[config.mk]
export PLATFORM = sky130hd
export DESIGN_NAME = instr_encoder_loader
export DESIGN_NICKNAME = d
export VERILOG_FILES = /design/src/rtl/instr_encoder_loader.sv
export SDC_FILE = /design/constraint.sdc
export NUM_CORES = 1
export LEC_CHECK = 0
export ABC_AREA = 1
export BUFFER_PORTS_ARGS = -buffer_cell sky130_fd_sc_hd__buf_2
export CAP_MARGIN = 20
export CORE_UTILIZATION = 40
export CTS_CLUSTER_DIAMETER = 30
export DETAILED_ROUTE_END_ITERATION = 7
export PLACE_DENSITY = 0.64
export SLEW_MARGIN = 20
export SYNTH_ARGS = -nofsm -noshare
export SYNTH_HDL_FRONTEND = slang
export SYNTH_SLANG_ARGS = --single-unit
[constraint.sdc]
create_clock -name clk -period 1.95 [get_ports clk]
set_input_delay 0.0975 -clock clk [delete_from_list [all_inputs] [get_ports clk]]
set_output_delay 0.0975 -clock clk [all_outputs]
set_load 0.02 [all_outputs]
[src/rtl/instr_encoder_loader.sv]
// ============================================================================
// instr_encoder_loader
// ----------------------------------------------------------------------------
// Write side of instruction fetch/decode. Takes an operation code (the same
// 5-bit code space the instruction decoder produces) plus operand fields.
// Encodes the 32-bit MIPS word and writes it into instruction memory, one word
// after another, starting at BASE_ADDR. The write pointer wraps from END_ADDR
// back to BASE_ADDR. Any legal word written here decodes back to the op_code
// that produced it.
//
// Ports
//   clk, rst_n   rising-edge clock, asynchronous active-low reset
//   in_valid     request carries a valid op + operand fields
//   in_ready     block can accept (only in IDLE); transfer on in_valid&&in_ready
//   op_code      1..10 R-type, 11 j, 12 jal, 13..20 I-type
//   rs,rt,rd     register fields
//   shamt        shift amount (R-type)
//   imm          16-bit immediate (I-type)
//   target       26-bit jump target (j/jal)
//   flush        rewind pointer to BASE_ADDR, clear count/wrapped (IDLE only)
//   mem_we       one-cycle memory write strobe
//   mem_addr     write address (current write pointer)
//   mem_wdata    encoded instruction; holds the last encoded word when idle
//   err          one-cycle pulse when an illegal op_code is rejected
//   wrapped      sticky: the pointer has wrapped at least once
//   count        words written since reset/flush, saturating
// ============================================================================
module instr_encoder_loader #(
    parameter int                ADDR_W    = 5,
    parameter logic [ADDR_W-1:0] BASE_ADDR = 5'd12,
    parameter logic [ADDR_W-1:0] END_ADDR  = 5'd18
) (
    input  logic              clk,
    input  logic              rst_n,
    input  logic              in_valid,
    output logic              in_ready,
    input  logic [4:0]        op_code,
    input  logic [4:0]        rs,
    input  logic [4:0]        rt,
    input  logic [4:0]        rd,
    input  logic [4:0]        shamt,
    input  logic [15:0]       imm,
    input  logic [25:0]       target,
    input  logic              flush,
    output logic              mem_we,
    output logic [ADDR_W-1:0] mem_addr,
    output logic [31:0]       mem_wdata,
    output logic              err,
    output logic              wrapped,
    output logic [ADDR_W-1:0] count
);

    // ------------------------------------------------------------------------
    // FSM encoding
    // ------------------------------------------------------------------------
    localparam logic [1:0] ST_IDLE   = 2'd0;
    localparam logic [1:0] ST_ENCODE = 2'd1;
    localparam logic [1:0] ST_WRITE  = 2'd2;

    localparam logic [ADDR_W-1:0] COUNT_MAX = '1;

    // ------------------------------------------------------------------------
    // Op-code tables. These mirror the decoder's code table, so the two blocks
    // always agree on what each code means.
    // ------------------------------------------------------------------------
    // R-type function field. Codes 1..10 only; other codes give 0.
    function automatic logic [5:0] r_funct(input logic [4:0] op);
        logic [5:0] f;
        f = 6'b000000;
        case (op)
            5'd1:    f = 6'b100000; // add
            5'd2:    f = 6'b100001; // addu
            5'd3:    f = 6'b100100; // and
            5'd4:    f = 6'b011010; // div
            5'd5:    f = 6'b011000; // mult
            5'd6:    f = 6'b100101; // or
            5'd7:    f = 6'b100111; // nor
            5'd8:    f = 6'b000000; // sll
            5'd9:    f = 6'b100010; // sub
            5'd10:   f = 6'b100110; // xor
            default: f = 6'b000000;
        endcase
        return f;
    endfunction

    // Major opcode for J- and I-type codes. R-type codes use the all-zero
    // SPECIAL opcode, which is also the default here.
    function automatic logic [5:0] major_opc(input logic [4:0] op);
        logic [5:0] o;
        o = 6'b000000;
        case (op)
            5'd11:   o = 6'b000010; // j
            5'd12:   o = 6'b000011; // jal
            5'd13:   o = 6'b001000; // addi
            5'd14:   o = 6'b001001; // addiu
            5'd15:   o = 6'b001100; // andi
            5'd16:   o = 6'b001101; // ori
            5'd17:   o = 6'b000100; // beq
            5'd18:   o = 6'b000101; // bne
            5'd19:   o = 6'b100011; // lw
            5'd20:   o = 6'b101011; // sw
            default: o = 6'b000000;
        endcase
        return o;
    endfunction

    function automatic logic is_rtype(input logic [4:0] op);
        return (op >= 5'd1) && (op <= 5'd10);
    endfunction

    function automatic logic is_jtype(input logic [4:0] op);
        return (op == 5'd11) || (op == 5'd12);
    endfunction

    function automatic logic is_itype(input logic [4:0] op);
        return (op >= 5'd13) && (op <= 5'd20);
    endfunction

    // ------------------------------------------------------------------------
    // State
    // ------------------------------------------------------------------------
    logic [1:0]        state;

    // Request captured at accept, so the caller may change its inputs at once
    logic [4:0]        req_op;
    logic [4:0]        req_rs;
    logic [4:0]        req_rt;
    logic [4:0]        req_rd;
    logic [4:0]        req_shamt;
    logic [15:0]       req_imm;
    logic [25:0]       req_target;

    logic [ADDR_W-1:0] ptr;
    logic [ADDR_W-1:0] count_q;
    logic              wrapped_q;
    logic              mem_we_q;
    logic [31:0]       wdata_q;
    logic              err_q;

    logic              accept;
    logic              enc_legal;
    logic [31:0]       enc_word;
    logic              at_end;

    assign in_ready = (state == ST_IDLE);
    assign accept   = in_valid && in_ready;
    assign at_end   = (ptr == END_ADDR);

    // ------------------------------------------------------------------------
    // Encoder. It works on the captured request, so the word is ready to be
    // registered during the ENCODE state. Fields that the format does not use
    // are dropped.
    // ------------------------------------------------------------------------
    always_comb begin
        enc_word  = 32'h0000_0000;
        enc_legal = 1'b0;
        if (is_rtype(req_op)) begin
            enc_legal = 1'b1;
            enc_word  = {6'b000000, req_rs, req_rt, req_rd, req_shamt,
                         r_funct(req_op)};
        end else if (is_jtype(req_op)) begin
            enc_legal = 1'b1;
            enc_word  = {major_opc(req_op), req_target};
        end else if (is_itype(req_op)) begin
            enc_legal = 1'b1;
            enc_word  = {major_opc(req_op), req_rs, req_rt, req_imm};
        end
    end

    // ------------------------------------------------------------------------
    // Control FSM: IDLE -> ENCODE -> (WRITE | IDLE on illegal) -> IDLE
    // ------------------------------------------------------------------------
    always_ff @(posedge clk or negedge rst_n) begin
        if (!rst_n) begin
            state <= ST_IDLE;
        end else begin
            case (state)
                ST_IDLE:   if (accept) state <= ST_ENCODE;
                ST_ENCODE: state <= enc_legal ? ST_WRITE : ST_IDLE;
                ST_WRITE:  state <= ST_IDLE;
                default:   state <= ST_IDLE;
            endcase
        end
    end

    // ------------------------------------------------------------------------
    // Request capture
    // ------------------------------------------------------------------------
    always_ff @(posedge clk or negedge rst_n) begin
        if (!rst_n) begin
            req_op     <= 5'd0;
            req_rs     <= 5'd0;
            req_rt     <= 5'd0;
            req_rd     <= 5'd0;
            req_shamt  <= 5'd0;
            req_imm    <= 16'h0000;
            req_target <= 26'h0;
        end else if (accept) begin
            req_op     <= op_code;
            req_rs     <= rs;
            req_rt     <= rt;
            req_rd     <= rd;
            req_shamt  <= shamt;
            req_imm    <= imm;
            req_target <= target;
        end
    end

    // ------------------------------------------------------------------------
    // Write pointer, word count and wrap flag.
    // Flush is only seen in IDLE. The pointer moves only in WRITE, so a flush
    // that arrives with an accepted request already applies before that
    // request's word gets an address.
    // ------------------------------------------------------------------------
    always_ff @(posedge clk or negedge rst_n) begin
        if (!rst_n) begin
            ptr       <= BASE_ADDR;
            count_q   <= '0;
            wrapped_q <= 1'b0;
        end else begin
            if (state == ST_IDLE && flush) begin
                ptr       <= BASE_ADDR;
                count_q   <= '0;
                wrapped_q <= 1'b0;
            end else if (state == ST_WRITE) begin
                if (at_end) begin
                    ptr       <= BASE_ADDR;
                    wrapped_q <= 1'b1;
                end else begin
                    ptr <= ptr + {{(ADDR_W-1){1'b0}}, 1'b1};
                end
                if (count_q != COUNT_MAX)
                    count_q <= count_q + {{(ADDR_W-1){1'b0}}, 1'b1};
            end
        end
    end

    // ------------------------------------------------------------------------
    // Memory-side outputs and error pulse.
    // mem_we and err are set in ENCODE, so each lasts exactly one cycle.
    // mem_wdata changes only on a legal encode. A rejected op therefore leaves
    // the previous word visible.
    // ------------------------------------------------------------------------
    always_ff @(posedge clk or negedge rst_n) begin
        if (!rst_n) begin
            mem_we_q <= 1'b0;
            wdata_q  <= 32'h0000_0000;
            err_q    <= 1'b0;
        end else begin
            mem_we_q <= 1'b0;
            err_q    <= 1'b0;
            if (state == ST_ENCODE) begin
                if (enc_legal) begin
                    mem_we_q <= 1'b1;
                    wdata_q  <= enc_word;
                end else begin
                    err_q <= 1'b1;
                end
            end
        end
    end

    assign mem_we    = mem_we_q;
    assign mem_addr  = ptr;
    assign mem_wdata = wdata_q;
    assign err       = err_q;
    assign wrapped   = wrapped_q;
    assign count     = count_q;

endmodule

==> impl_results.html, run 1 <==
<table>
<tr><th>Metric</th><th>Value</th></tr>
<tr><th colspan="2">STA</th></tr>
<tr><td>Slew @ Worst Pin</td><td>0.6102 ns</td></tr>
<tr><td>Max-slew violation count</td><td>0</td></tr>
<tr><td>Portion of the clock cycle consumed by the worst path in the final layout</td><td>95.04%</td></tr>
<tr><td>Setup Total Neg Slack</td><td>0 ns</td></tr>
<tr><td>Crit path setup slack, layout</td><td>0.09673 ns</td></tr>
<tr><td>Relative slew slack</td><td>around 59%</td></tr>
<tr><td>Tmin final</td><td>1.853 ns</td></tr>
<tr><td>Final setup fails</td><td>0</td></tr>
<tr><td>Number of hold-slack violations in the final timing report</td><td>0</td></tr>
<tr><td>Worst hold slack</td><td>around 0.10 ns</td></tr>
<tr><td>RSZ-0062 raised after global routing</td><td>yes</td></tr>
<tr><td>Clock tree skew after final layout</td><td>0.006621 ns</td></tr>
<tr><td>Fmax</td><td>539.6 MHz</td></tr>
<tr><th colspan="2">Pwr</th></tr>
<tr><td>Sw power</td><td>~5.3 mW</td></tr>
<tr><td>Proportion of power drawn by flip-flops and latches</td><td>30.4%</td></tr>
<tr><td>Share of power burned in the clock network</td><td>25.6%</td></tr>
<tr><td>Worst supply voltage drop on vdd</td><td>634.4 µV</td></tr>
<tr><td>Overall power of the completed layout</td><td>13.30 mW</td></tr>
<tr><td>Total internal power</td><td>7.980 mW</td></tr>
<tr><td>Fraction of power spent switching nets</td><td>39.98%</td></tr>
<tr><td>Leakage component of the power</td><td>just over 4 nW</td></tr>
<tr><td>Combinational share of power</td><td>44.0%</td></tr>
<tr><td>Pwr dens</td><td>1717 nW/µm²</td></tr>
<tr><th colspan="2">Layout</th></tr>
<tr><td>Number of flip-flops in the largest register</td><td>31</td></tr>
<tr><td>Filler cell count in the final layout</td><td>around 1,100</td></tr>
<tr><td>Net count reported at finish</td><td>roughly 960</td></tr>
<tr><td>Area taken by flip-flops and latches</td><td>~2800 µm²</td></tr>
<tr><td>Number of diodes</td><td>0</td></tr>
<tr><td>Area Overhead vs Synth</td><td>46.32%</td></tr>
<tr><td>Final design utilization</td><td>60.61%</td></tr>
<tr><td>Proportion of layout cells with a drive suffix above 1</td><td>23.90%</td></tr>
<tr><td>Multi-input combinational cell area</td><td>between 2000 and 2500 µm²</td></tr>
<tr><th colspan="2">Global routing</th></tr>
<tr><td>Overall global routing resource usage</td><td>22.54%</td></tr>
<tr><td>Global-route wire length before repair</td><td>between 20 and 25 mm</td></tr>
<tr><td>Largest net degree at the start of global routing</td><td>114</td></tr>
<tr><td>Via count of the first global-routing pass</td><td>5,036</td></tr>
<tr><td>Antenna violations before repair</td><td>0</td></tr>
<tr><td>Global-route congestion overflow total</td><td>0</td></tr>
<tr><th colspan="2">Hold path</th></tr>
<tr><td>Min-Delay Path Class</td><td>input pin to register</td></tr>
<tr><th colspan="2">Yosys</th></tr>
<tr><td>Sequential cell area fraction in the yosys report</td><td>between 50% and 60%</td></tr>
<tr><td>Distinct cell type count after synthesis</td><td>34</td></tr>
<tr><td>Mean post-synth cell area</td><td>8.042 µm²</td></tr>
<tr><td>Share of cell area taken by muxes after synthesis</td><td>0%</td></tr>
<tr><td>Area share of and/or/nand/nor cells after synthesis</td><td>32.80%</td></tr>
<tr><td>Synthesized-area fraction occupied by adder cells</td><td>2.365%</td></tr>
<tr><td>Largest family of logic cells by synthesized area</td><td>simple AND/OR/NAND/NOR gates</td></tr>
<tr><td>Complex-gate fraction of the synthesized area</td><td>4.777%</td></tr>
<tr><td>Flip-flop and latch count after synthesis</td><td>between 100 and 150</td></tr>
<tr><td>Syn nets</td><td>739</td></tr>
<tr><td>Post-synthesis xor/xnor area fraction</td><td>0%</td></tr>
<tr><td>Cells after synthesis</td><td>658</td></tr>
<tr><td>Cell area after technology mapping</td><td>between 5000 and 6000 µm²</td></tr>
<tr><td>Number of warnings printed during yosys synthesis</td><td>0</td></tr>
<tr><th colspan="2">Detailed routing</th></tr>
<tr><td>Routed len/inst</td><td>roughly 14 µm</td></tr>
<tr><td>Via density per instance</td><td>4.696</td></tr>
<tr><td>Vias post-DR</td><td>between 4,000 and 5,000</td></tr>
<tr><td>Final WL</td><td>14.59 mm</td></tr>
<tr><td>Initial DRT Pass Iterations</td><td>4</td></tr>
<tr><td>Drt drc</td><td>0</td></tr>
<tr><td>Antenna viol nets, final</td><td>0</td></tr>
<tr><td>1st-iter DRT viols</td><td>317</td></tr>
<tr><th colspan="2">Critical path</th></tr>
<tr><td>Reg2reg end</td><td>mem_wdata[25]</td></tr>
<tr><td>Endpoint arrival time on the critical path</td><td>2.16 ns</td></tr>
<tr><td>Required time at the worst-slack endpoint</td><td>2.26 ns</td></tr>
<tr><td>Launch point of the worst reg-to-reg path</td><td>req_op[0]</td></tr>
<tr><td>Worst setup path category</td><td>register to register</td></tr>
<tr><td>Startpoint of the worst setup timing path</td><td>req_op[0]</td></tr>
<tr><td>Critical path endpoint</td><td>mem_wdata[25]</td></tr>
<tr><td>Worst Path Max Fanout</td><td>12</td></tr>
<tr><td>Kind of capture point of the worst setup path</td><td>register</td></tr>
<tr><td>Logic depth of the worst register-to-register path</td><td>14</td></tr>
<tr><td>R2R Setup Slk</td><td>~0.097 ns</td></tr>
<tr><td>Critical Path Start Type</td><td>register</td></tr>
<tr><th colspan="2">Floorplanning</th></tr>
<tr><td>Initial Util</td><td>41.42%</td></tr>
<tr><td>Area of the core</td><td>12,770 µm²</td></tr>
<tr><td>Row count</td><td>between 40 and 50</td></tr>
<tr><td>Top-Level Pins</td><td>around 120</td></tr>
<tr><td>Die extent in x</td><td>117.0 µm</td></tr>
<tr><td>Die footprint</td><td>13,690 µm²</td></tr>
<tr><td>Die span in y</td><td>117.0 µm</td></tr>
<tr><th colspan="2">Placement</th></tr>
<tr><td>Setup slack at placement</td><td>-0.2623 ns</td></tr>
<tr><td>IO Port Bufs</td><td>115</td></tr>
<tr><td>Detailed Place HPWL</td><td>between 9 and 10 mm</td></tr>
<tr><td>Placer Congestion</td><td>slightly below 0.9</td></tr>
<tr><th colspan="2">Clocking</th></tr>
<tr><td>Count of clock tree sinks</td><td>about 110</td></tr>
<tr><td>Latest clock arrival within the worst-skew pair</td><td>0.41 ns</td></tr>
<tr><td>CTS tree</td><td>built</td></tr>
<tr><td>Number of buffers inserted during clock tree synthesis</td><td>17</td></tr>
<tr><td>Clock-pin slew of the registers on the worst-case setup and hold paths</td><td>0.05 ns</td></tr>
<tr><td>Clock root buffer master</td><td>sky130_fd_sc_hd__clkbuf_16</td></tr>
<tr><td>H-tree levels</td><td>4</td></tr>
<tr><td>Maximum buffer depth of the clock tree</td><td>2</td></tr>
<tr><th colspan="2">Status</th></tr>
<tr><td>Outcome</td><td>finished clean</td></tr>
<tr><th colspan="2">Job</th></tr>
<tr><td>Number of max-cap violations</td><td>0</td></tr>
</table>
## critical path: stages, from the launching register on
cell                      delay [ns]
sky130_fd_sc_hd__dfrtp_1        0.40
sky130_fd_sc_hd__inv_1          0.11
sky130_fd_sc_hd__ha_1           0.21
sky130_fd_sc_hd__inv_1          0.07
sky130_fd_sc_hd__nand2_1        0.10
sky130_fd_sc_hd__nand3_4        0.13
sky130_fd_sc_hd__buf_12         0.11
sky130_fd_sc_hd__inv_6          0.04
sky130_fd_sc_hd__buf_4          0.18
sky130_fd_sc_hd__nand2_8        0.11
sky130_fd_sc_hd__nand2_1        0.06
sky130_fd_sc_hd__nand2_1        0.07
sky130_fd_sc_hd__nand2_1        0.06
sky130_fd_sc_hd__nand2_1        0.07
sky130_fd_sc_hd__inv_1          0.03
## cells by family (layout without fill, tap and decap cells)
kind of cell,after synthesis,count (layout)
AOI/OAI and AO/OA,49,49
adders and majority gates,10,10
buffers and inverters,78,306
DFF,113,113
other,1,1
and+or+nand+nor,407,408
## power groups by stage
stage / registers [mW] / logic, mW / clock network (mW)
floorplan: 4.33 / 3.10 / 0
global placement: 4.02 / 5.15 / 0
detailed placement: 4.05 / 5.26 / 0
CTS: 4.02 / 5.53 / 3.45
global route: 4.16 / 6.56 / 3.57
finish: 4.04 / 5.85 / 3.41
## cell usage in the layout, fill, tap and decap left out, types with 2 or more instances in the layout
| cell | synthesis | final |
|---|---|---|
| sky130_fd_sc_hd__a21oi_1 | 9 | 9 |
| sky130_fd_sc_hd__buf_12 | 0 | 5 |
| sky130_fd_sc_hd__buf_2 | 14 | 114 |
| sky130_fd_sc_hd__buf_4 | 5 | 33 |
| sky130_fd_sc_hd__buf_6 | 1 | 3 |
| sky130_fd_sc_hd__bufinv_16 | 0 | 4 |
| sky130_fd_sc_hd__clkbuf_16 | 0 | 18 |
| sky130_fd_sc_hd__clkbuf_8 | 0 | 6 |
| sky130_fd_sc_hd__clkinv_2 | 0 | 2 |
| sky130_fd_sc_hd__clkinv_4 | 0 | 2 |
| sky130_fd_sc_hd__dfrtp_1 | 111 | 111 |
| sky130_fd_sc_hd__dfstp_2 | 2 | 2 |
| sky130_fd_sc_hd__dlygate4sd3_1 | 0 | 68 |
| sky130_fd_sc_hd__ha_1 | 10 | 10 |
| sky130_fd_sc_hd__inv_1 | 46 | 44 |
| sky130_fd_sc_hd__inv_2 | 2 | 4 |
| sky130_fd_sc_hd__nand2_1 | 293 | 293 |
| sky130_fd_sc_hd__nand2_8 | 1 | 3 |
| sky130_fd_sc_hd__nand3_1 | 67 | 67 |
| sky130_fd_sc_hd__nand3_4 | 1 | 2 |
| sky130_fd_sc_hd__nand4_1 | 8 | 8 |
| sky130_fd_sc_hd__nor2_1 | 21 | 19 |
| sky130_fd_sc_hd__nor2_2 | 3 | 3 |
| sky130_fd_sc_hd__nor2_4 | 1 | 4 |
| sky130_fd_sc_hd__nor3_1 | 2 | 2 |
| sky130_fd_sc_hd__o21ai_0 | 36 | 35 |
| sky130_fd_sc_hd__o22ai_1 | 2 | 2 |
## per-stage QoR
stage / cell area (µm²) / std cells
CTS: 7615 / 1053
finish: 7742 / 1059
global placement: 6228 / 951
floorplan: 5291 / 658
global route: 7742 / 1059
detailed placement: 6228 / 951
## timing repair
action,in CTS,in global routing
buffers inserted,2,4
hold endpoints to repair,178,0
gates cloned,0,2
pin swaps,0,4
setup endpoints to repair,28,31
hold buffers,68,0
resized for setup,6,13
## worst min-delay path by stage
stage,end,cells past startpoint,startpoint,slack [ns]
floorplan,count[0],0,rst_n,-0.20
global placement,req_rt[2],2,rst_n,0.23
detailed placement,req_rs[2],2,rst_n,0.23
CTS,count[3],4,flush,0.09
global route,count[2],4,flush,0.12
finish,mem_addr[0],4,flush,0.10
## metal layers
metal  part of all wire (%)  GRT usage (%)
met5                      0              0
met4                    2.2          10.21
met3                    4.2          5.716
met2                     47          37.36
met1                     46          27.80
## cell type report
class                   count  area share (%)
multi-input cells         468           28.22
repair buffers            224           21.41
clock buffers              24           6.610
flip-flops and latches    113           36.55
well taps                 172           2.780
clock inverters             8           1.907
inverters                  50           2.521
## synth_stat cells
cell	n	area share [%]
sky130_fd_sc_hd__inv_6	1	0.17
sky130_fd_sc_hd__dfrtp_1	111	52
sky130_fd_sc_hd__o22ai_1	2	0.24
sky130_fd_sc_hd__o21ai_0	36	3.4
sky130_fd_sc_hd__buf_6	1	0.21
sky130_fd_sc_hd__nand2_2	2	0.24
sky130_fd_sc_hd__nor2_1	21	1.5
sky130_fd_sc_hd__nand4_1	8	0.95
sky130_fd_sc_hd__nor3b_1	1	0.14
sky130_fd_sc_hd__inv_4	1	0.12
sky130_fd_sc_hd__nor2_8	1	0.38
sky130_fd_sc_hd__a21oi_1	9	0.85
sky130_fd_sc_hd__nor4_1	1	0.12
sky130_fd_sc_hd__clkbuf_1	8	0.57
sky130_fd_sc_hd__nand3_2	2	0.38
sky130_fd_sc_hd__inv_2	2	0.14
sky130_fd_sc_hd__ha_1	10	2.4
sky130_fd_sc_hd__nand2_4	1	0.21
sky130_fd_sc_hd__nand2_1	293	21
sky130_fd_sc_hd__nand3_4	1	0.33
sky130_fd_sc_hd__a31oi_1	1	0.12
sky130_fd_sc_hd__dfstp_2	2	0.99
sky130_fd_sc_hd__nand2_8	1	0.38
sky130_fd_sc_hd__nand3_1	67	6.3
sky130_fd_sc_hd__nor3_2	1	0.19
sky130_fd_sc_hd__buf_2	14	1.3
sky130_fd_sc_hd__o32ai_1	1	0.17
sky130_fd_sc_hd__inv_1	46	3.3
sky130_fd_sc_hd__or2_2	1	0.12
sky130_fd_sc_hd__conb_1	1	0.071
sky130_fd_sc_hd__nor3_1	2	0.19
sky130_fd_sc_hd__buf_4	5	0.71
sky130_fd_sc_hd__nor2_2	3	0.35
sky130_fd_sc_hd__nor2_4	1	0.21
Power figures use the tool's default switching activity.
==> run 2: changes to the inputs <==
Settings changed: SLEW_MARGIN 20 to unset.
Clock period 1.95 ns to 2 ns, I/O delays scaled along.
==> impl_results.html, run 2 (same netlist as run 1, synthesis figures left out) <==
<table>
<tr><th>Metric</th><th>Value</th></tr>
<tr><th colspan="2">Status</th></tr>
<tr><td>Outcome</td><td>finished clean</td></tr>
<tr><th colspan="2">Global routing</th></tr>
<tr><td>Via count of the first global-routing pass</td><td>4,895</td></tr>
<tr><td>Global-route congestion overflow total</td><td>0</td></tr>
<tr><td>Global-route wire length before repair</td><td>23.47 mm</td></tr>
<tr><td>Antenna violations before repair</td><td>0</td></tr>
<tr><td>Largest net degree at the start of global routing</td><td>66</td></tr>
<tr><td>Overall global routing resource usage</td><td>22.61%</td></tr>
<tr><th colspan="2">Placement</th></tr>
<tr><td>IO Port Bufs</td><td>115</td></tr>
<tr><td>Post-Place Cell Area</td><td>6206 µm²</td></tr>
<tr><td>Placer Congestion</td><td>0.8194</td></tr>
<tr><td>Detailed Place HPWL</td><td>around 9.5 mm</td></tr>
<tr><td>Number of cells in the design after placement</td><td>948</td></tr>
<tr><th colspan="2">STA</th></tr>
<tr><td>Fmax</td><td>526.1 MHz</td></tr>
<tr><td>Max-slew violation count</td><td>0</td></tr>
<tr><td>Tmin final</td><td>approximately 1.9 ns</td></tr>
<tr><td>Relative slew slack</td><td>60.60%</td></tr>
<tr><td>Slew @ Worst Pin</td><td>0.5910 ns</td></tr>
<tr><td>Number of hold-slack violations in the final timing report</td><td>0</td></tr>
<tr><td>RSZ-0062 raised after global routing</td><td>no</td></tr>
<tr><td>Setup Total Neg Slack</td><td>0 ns</td></tr>
<tr><td>Portion of the clock cycle consumed by the worst path in the final layout</td><td>95.03%</td></tr>
<tr><td>Clock tree skew after final layout</td><td>0.006430 ns</td></tr>
<tr><td>Final setup fails</td><td>0</td></tr>
<tr><th colspan="2">Floorplanning</th></tr>
<tr><td>Row count</td><td>41</td></tr>
<tr><td>Die footprint</td><td>~14,000 µm²</td></tr>
<tr><td>Initial Util</td><td>41.42%</td></tr>
<tr><td>Die extent in x</td><td>117.0 µm</td></tr>
<tr><td>Area of the core</td><td>between 10,000 and 15,000 µm²</td></tr>
<tr><td>Die span in y</td><td>117.0 µm</td></tr>
<tr><td>Top-Level Pins</td><td>roughly 120</td></tr>
<tr><th colspan="2">Detailed routing</th></tr>
<tr><td>Vias post-DR</td><td>4,972</td></tr>
<tr><td>Via density per instance</td><td>4.735</td></tr>
<tr><td>Drt drc</td><td>0</td></tr>
<tr><td>Routed len/inst</td><td>approximately 14 µm</td></tr>
<tr><td>Initial DRT Pass Iterations</td><td>5</td></tr>
<tr><td>Final WL</td><td>14.52 mm</td></tr>
<tr><td>Antenna viol nets, final</td><td>0</td></tr>
<tr><td>1st-iter DRT viols</td><td>373</td></tr>
<tr><th colspan="2">Layout</th></tr>
<tr><td>Most frequent standard cell in the layout excluding fill and tap cells</td><td>sky130_fd_sc_hd__nand2_1</td></tr>
<tr><td>Area taken by flip-flops and latches</td><td>2830 µm²</td></tr>
<tr><td>Net count reported at finish</td><td>946</td></tr>
<tr><td>Final design utilization</td><td>59.41%</td></tr>
<tr><td>Post-layout instance area</td><td>around 7600 µm²</td></tr>
<tr><td>Number of diodes</td><td>0</td></tr>
<tr><td>Non-filler cells in the finished layout</td><td>around 1,100</td></tr>
<tr><td>Area Overhead vs Synth</td><td>43.41%</td></tr>
<tr><td>Proportion of layout cells with a drive suffix above 1</td><td>between 20% and 30%</td></tr>
<tr><td>Most used cells in the layout excluding fill and tap cells</td><td>sky130_fd_sc_hd__nand2_1 (293), sky130_fd_sc_hd__buf_2 (114), sky130_fd_sc_hd__dfrtp_1 (111)</td></tr>
<tr><td>Multi-input combinational cell area</td><td>2166 µm²</td></tr>
<tr><td>Number of flip-flops in the largest register</td><td>31</td></tr>
<tr><td>Filler cell count in the final layout</td><td>roughly 1,100</td></tr>
<tr><th colspan="2">Clocking</th></tr>
<tr><td>Clock root buffer master</td><td>sky130_fd_sc_hd__clkbuf_16</td></tr>
<tr><td>Latest clock arrival within the worst-skew pair</td><td>0.41 ns</td></tr>
<tr><td>Number of buffers inserted during clock tree synthesis</td><td>17</td></tr>
<tr><td>CTS tree</td><td>built</td></tr>
<tr><td>Count of clock tree sinks</td><td>113</td></tr>
<tr><td>Maximum buffer depth of the clock tree</td><td>2</td></tr>
<tr><td>H-tree levels</td><td>4</td></tr>
<tr><td>Clock-pin slew of the registers on the worst-case setup and hold paths</td><td>0.05 ns</td></tr>
<tr><th colspan="2">Critical path</th></tr>
<tr><td>Peak per-stage delay on the critical path</td><td>0.40 ns</td></tr>
<tr><td>Endpoint arrival time on the critical path</td><td>2.24 ns</td></tr>
<tr><td>Most Frequent Cell on Critical Path</td><td>sky130_fd_sc_hd__nand2_1</td></tr>
<tr><td>Worst setup path category</td><td>register to register</td></tr>
<tr><td>Kind of capture point of the worst setup path</td><td>register</td></tr>
<tr><td>Slowest stage cell, crit path</td><td>sky130_fd_sc_hd__dfrtp_1</td></tr>
<tr><td>Count of buffer and inverter cells on the critical path</td><td>5</td></tr>
<tr><td>Critical path cell sequence</td><td>inv_1 -&gt; ha_1 -&gt; inv_1 -&gt; nand2_1 -&gt; nand3_4 -&gt; buf_12 -&gt; inv_6 -&gt; nor2_8 -&gt; nand2_8 -&gt; nand2_8 -&gt; buf_4 -&gt; nand2_1 -&gt; nand2_1</td></tr>
<tr><td>Critical Path Start Type</td><td>register</td></tr>
<tr><td>Crit-path leading delay family</td><td>simple AND/OR/NAND/NOR gates</td></tr>
<tr><td>Required time at the worst-slack endpoint</td><td>2.34 ns</td></tr>
<tr><td>Worst Path Max Fanout</td><td>18</td></tr>
<tr><th colspan="2">Pwr</th></tr>
<tr><td>Pwr dens</td><td>1644 nW/µm²</td></tr>
<tr><td>Leakage component of the power</td><td>4.060 nW</td></tr>
<tr><td>Worst supply voltage drop on vdd</td><td>659.6 µV</td></tr>
<tr><th colspan="2">Job</th></tr>
<tr><td>Number of max-cap violations</td><td>0</td></tr>
<tr><th colspan="2">Hold path</th></tr>
<tr><td>Min-Delay Path Class</td><td>input pin to register</td></tr>
</table>
==> run 2: worst reg2reg max path, cell delays in order, from the launching register on <==
cell,delay (ns)
sky130_fd_sc_hd__dfrtp_1,0.40
sky130_fd_sc_hd__inv_1,0.10
sky130_fd_sc_hd__ha_1,0.18
sky130_fd_sc_hd__inv_1,0.07
sky130_fd_sc_hd__nand2_1,0.10
sky130_fd_sc_hd__nand3_4,0.12
sky130_fd_sc_hd__buf_12,0.16
sky130_fd_sc_hd__inv_6,0.05
sky130_fd_sc_hd__nor2_8,0.14
sky130_fd_sc_hd__nand2_8,0.10
sky130_fd_sc_hd__nand2_8,0.11
sky130_fd_sc_hd__buf_4,0.15
sky130_fd_sc_hd__nand2_1,0.06
sky130_fd_sc_hd__nand2_1,0.08
==> run 2: cell type report <==
| type | count | area share (%) |
|---|---|---|
| sequential | 113 | 37.30 |
| inverter | 50 | 2.572 |
| multi-input combinational | 468 | 28.54 |
| tap | 172 | 2.836 |
| clock buffer | 23 | 6.430 |
| timing repair buffer | 215 | 20.63 |
| clock inverter | 9 | 1.698 |
==> run 2: metal layers <==
| metal | share of wire [%] | wire [µm] | vias up | GRT usage [%] |
|---|---|---|---|---|
| met4 | 1.5 | 218 | 0 | 8.439 |
| li1 | - | - | 2490 | - |
| met1 | 46 | 6637 | 2294 | 29.70 |
| met5 | 0 | 0 | - | 0 |
| met2 | 48 | 6908 | 168 | 36.73 |
| met3 | 5.2 | 757 | 20 | 4.995 |
==> run 2: where the power goes <==
group	internal, mW	switching, mW	total (mW)
clock network	2.08	1.03	3.11
registers	3.32	0.622	3.95
logic	1.98	3.44	5.42
total	7.38	5.09	12.5
==> run 2: through the flow <==
| stage | worst slack, ns | power (mW) | hold slack (ns) |
|---|---|---|---|
| 2_1_floorplan | 0.2648 | 7.247 | -0.1956 |
| 4_1_cts | 0.003208 | 12.36 | 0.07074 |
| 5_1_grt | 0.007593 | 13.42 | 0.1262 |
| 3_5_place_dp | -0.1974 | 9.018 | 0.1460 |
| 6_report | 0.09938 | 12.47 | 0.08980 |
| 3_3_place_gp | -0.1417 | 8.916 | 0.1338 |
==> run 2: path summary, 6_finish.rpt <==
kind                                    start       endpoint  slack [ns]  cells after the start
worst max-delay path                req_op[1]  mem_wdata[23]         0.1                     13
worst min-delay path                    flush    mem_addr[0]        0.09                      4
worst max register to register      req_op[1]  mem_wdata[23]         0.1                     13
worst min register to register  mem_wdata[27]  mem_wdata[27]        0.48                      2
max in group asynchronous               rst_n     req_imm[0]        1.06                      3
min in group asynchronous               rst_n      req_rt[2]        0.23                      2
==> run 2: repair_timing <==
action	4_1_cts	5_1_grt
resized for setup	4	8
setup buffers	0	1
hold endpoints to repair	106	0
cloned	0	1
endpoints found under the setup margin	28	27
hold buffers	68	0
pin swaps	0	2
==> run 3: changes to the inputs <==
Settings changed: RECOVER_POWER set to 100.
==> impl_results.html, run 3 (same netlist as run 1, synthesis figures left out) <==
<table>
<tr><th>Metric</th><th>Value</th></tr>
<tr><th colspan="2">Floorplanning</th></tr>
<tr><td>Die extent in x</td><td>117.0 µm</td></tr>
<tr><td>Initial Util</td><td>41.42%</td></tr>
<tr><td>Die span in y</td><td>between 100 and 150 µm</td></tr>
<tr><td>Die footprint</td><td>13,690 µm²</td></tr>
<tr><td>Top-Level Pins</td><td>~120</td></tr>
<tr><td>Area of the core</td><td>around 13,000 µm²</td></tr>
<tr><td>Row count</td><td>41</td></tr>
<tr><th colspan="2">Pwr</th></tr>
<tr><td>Worst supply voltage drop on vdd</td><td>657.6 µV</td></tr>
<tr><td>Pwr dens</td><td>approximately 1600 nW/µm²</td></tr>
<tr><td>Leakage component of the power</td><td>between 3 and 4 nW</td></tr>
<tr><td>Overall power of the completed layout</td><td>12.34 mW</td></tr>
<tr><th colspan="2">STA</th></tr>
<tr><td>Tmin final</td><td>1.894 ns</td></tr>
<tr><td>Number of hold-slack violations in the final timing report</td><td>0</td></tr>
<tr><td>Fmax</td><td>527.9 MHz</td></tr>
<tr><td>Setup Total Neg Slack</td><td>0 ns</td></tr>
<tr><td>Relative slew slack</td><td>26.54%</td></tr>
<tr><td>Portion of the clock cycle consumed by the worst path in the final layout</td><td>94.72%</td></tr>
<tr><td>Max-slew violation count</td><td>0</td></tr>
<tr><td>RSZ-0062 raised after global routing</td><td>no</td></tr>
<tr><td>Slew @ Worst Pin</td><td>between 1 and 1.5 ns</td></tr>
<tr><td>Final setup fails</td><td>0</td></tr>
<tr><td>Clock tree skew after final layout</td><td>0.007099 ns</td></tr>
<tr><th colspan="2">Detailed routing</th></tr>
<tr><td>1st-iter DRT viols</td><td>363</td></tr>
<tr><td>Initial DRT Pass Iterations</td><td>5</td></tr>
<tr><td>Via density per instance</td><td>4.735</td></tr>
<tr><td>Drt drc</td><td>0</td></tr>
<tr><td>Final WL</td><td>14.49 mm</td></tr>
<tr><td>Vias post-DR</td><td>4,972</td></tr>
<tr><td>Antenna viol nets, final</td><td>0</td></tr>
<tr><td>Routed len/inst</td><td>13.80 µm</td></tr>
<tr><th colspan="2">Layout</th></tr>
<tr><td>Filler cell count in the final layout</td><td>1,158</td></tr>
<tr><td>Number of flip-flops in the largest register</td><td>31</td></tr>
<tr><td>Most used cells in the layout excluding fill and tap cells</td><td>sky130_fd_sc_hd__nand2_1 (293), sky130_fd_sc_hd__dfrtp_1 (111), sky130_fd_sc_hd__buf_2 (69)</td></tr>
<tr><td>Number of diodes</td><td>0</td></tr>
<tr><td>Area Overhead vs Synth</td><td>41.64%</td></tr>
<tr><td>Net count reported at finish</td><td>946</td></tr>
<tr><td>Most frequent standard cell in the layout excluding fill and tap cells</td><td>sky130_fd_sc_hd__nand2_1</td></tr>
<tr><td>Non-filler cells in the finished layout</td><td>1,050</td></tr>
<tr><td>Post-layout instance area</td><td>7495 µm²</td></tr>
<tr><td>Proportion of layout cells with a drive suffix above 1</td><td>17.54%</td></tr>
<tr><th colspan="2">Hold path</th></tr>
<tr><td>Min-Delay Path Class</td><td>input pin to register</td></tr>
<tr><td>Hold wc startpoint</td><td>flush</td></tr>
<tr><th colspan="2">Clocking</th></tr>
<tr><td>CTS tree</td><td>built</td></tr>
<tr><td>Count of clock tree sinks</td><td>between 100 and 150</td></tr>
<tr><td>Clock root buffer master</td><td>sky130_fd_sc_hd__clkbuf_16</td></tr>
<tr><td>H-tree levels</td><td>4</td></tr>
<tr><td>Maximum buffer depth of the clock tree</td><td>2</td></tr>
<tr><td>Number of buffers inserted during clock tree synthesis</td><td>17</td></tr>
<tr><td>Latest clock arrival within the worst-skew pair</td><td>0.41 ns</td></tr>
<tr><td>Clock-pin slew of the registers on the worst-case setup and hold paths</td><td>0.05 ns</td></tr>
<tr><th colspan="2">Global routing</th></tr>
<tr><td>Overall global routing resource usage</td><td>22.61%</td></tr>
<tr><td>Via count of the first global-routing pass</td><td>4,895</td></tr>
<tr><td>Global-route wire length before repair</td><td>between 20 and 25 mm</td></tr>
<tr><td>Global-route congestion overflow total</td><td>0</td></tr>
<tr><td>Largest net degree at the start of global routing</td><td>66</td></tr>
<tr><td>Antenna violations before repair</td><td>0</td></tr>
<tr><th colspan="2">Critical path</th></tr>
<tr><td>Peak per-stage delay on the critical path</td><td>around 0.40 ns</td></tr>
<tr><td>Launch point of the worst reg-to-reg path</td><td>req_op[1]</td></tr>
<tr><td>Endpoint arrival time on the critical path</td><td>around 2.2 ns</td></tr>
<tr><td>Worst Path Max Fanout</td><td>18</td></tr>
<tr><td>Critical path cell sequence</td><td>inv_1 -&gt; ha_1 -&gt; inv_1 -&gt; nand2_1 -&gt; nand3_4 -&gt; buf_12 -&gt; inv_6 -&gt; nor2_8 -&gt; nand2_8 -&gt; nand2_8 -&gt; buf_4 -&gt; nand2_1 -&gt; nand2_1</td></tr>
<tr><td>Critical Path Start Type</td><td>register</td></tr>
<tr><td>Slowest stage cell, crit path</td><td>sky130_fd_sc_hd__dfrtp_1</td></tr>
<tr><td>Required time at the worst-slack endpoint</td><td>2.34 ns</td></tr>
<tr><td>Kind of capture point of the worst setup path</td><td>register</td></tr>
<tr><td>Worst setup path category</td><td>register to register</td></tr>
<tr><td>Most Frequent Cell on Critical Path</td><td>sky130_fd_sc_hd__nand2_1</td></tr>
<tr><td>Startpoint of the worst setup timing path</td><td>req_op[1]</td></tr>
<tr><th colspan="2">Status</th></tr>
<tr><td>Outcome</td><td>finished clean</td></tr>
<tr><th colspan="2">Placement</th></tr>
<tr><td>IO Port Bufs</td><td>115</td></tr>
<tr><td>Number of cells in the design after placement</td><td>948</td></tr>
<tr><td>Detailed Place HPWL</td><td>9.514 mm</td></tr>
<tr><td>Post-Place Cell Area</td><td>roughly 6200 µm²</td></tr>
<tr><td>Placer Congestion</td><td>0.8194</td></tr>
<tr><th colspan="2">Job</th></tr>
<tr><td>Number of max-cap violations</td><td>0</td></tr>
</table>
==> run 3: stage by stage <==
step	utilization (%)	setup slack (ns)	hold WS (ns)
finish	58.67	0.1056	0.08869
floorplan	-	0.2648	-0.1956
global route	58.67	0.004321	0.1262
CTS	58.91	0.003208	0.07074
global placement	48.58	-0.1417	0.1338
detailed placement	48.58	-0.1974	0.1460
==> run 3: final cells by class <==
class	count	area, µm²	share of cell area [%]
inverters	50	195.2	2.604
multi-input cells	468	2163	28.86
well taps	172	215.2	2.871
clock buffers	23	488.0	6.511
clock inverters	9	128.9	1.720
repair buffers	215	1474	19.67
flip-flops and latches	113	2830	37.76
==> run 3: worst paths after layout <==
path / endpoint / cells after the start / slack [ns]
setup / recovery: mem_wdata[23] / 13 / 0.11
hold / removal: mem_addr[0] / 4 / 0.09
setup reg to reg: mem_wdata[23] / 13 / 0.11
hold reg to reg: mem_wdata[29] / 2 / 0.48
max in group asynchronous: mem_wdata[14] / 3 / 0.35
min in group asynchronous: req_rt[3] / 2 / 0.44
==> run 3: power by group <==
part	total, mW	internal [mW]	switching [mW]
Sequential	3.96	3.32	0.631
Clock	3.11	2.08	1.03
Combinational	5.28	1.85	3.42
Total	12.3	7.26	5.08
==> run 3: worst max-delay path, delay by kind of cell (launching register included) <==
| family | cells | cell delay, ns |
|---|---|---|
| buffers and inverters | 5 | 0.53 |
| adder cells (fa/ha/maj) | 1 | 0.18 |
| AND/OR/NAND/NOR | 7 | 0.71 |
| flip-flops | 1 | 0.40 |
==> run 3: per-layer routing <==
metal / global-route usage [%] / vias up / part of all wire [%]
met4: 8.439 / 0 / 1.7
met2: 36.73 / 147 / 47
met5: 0 / - / 0
met1: 29.70 / 2319 / 46
li1: - / 2485 / -
met3: 4.995 / 21 / 4.8
==> run 3: repair_timing <==
action	4_1_cts	5_1_grt
gates cloned	0	1
endpoints found under the hold margin	106	0
pin swaps	0	2
setup buffers	0	1
endpoints found under the setup margin	28	27
hold buffers	68	0
gates resized for setup	4	8
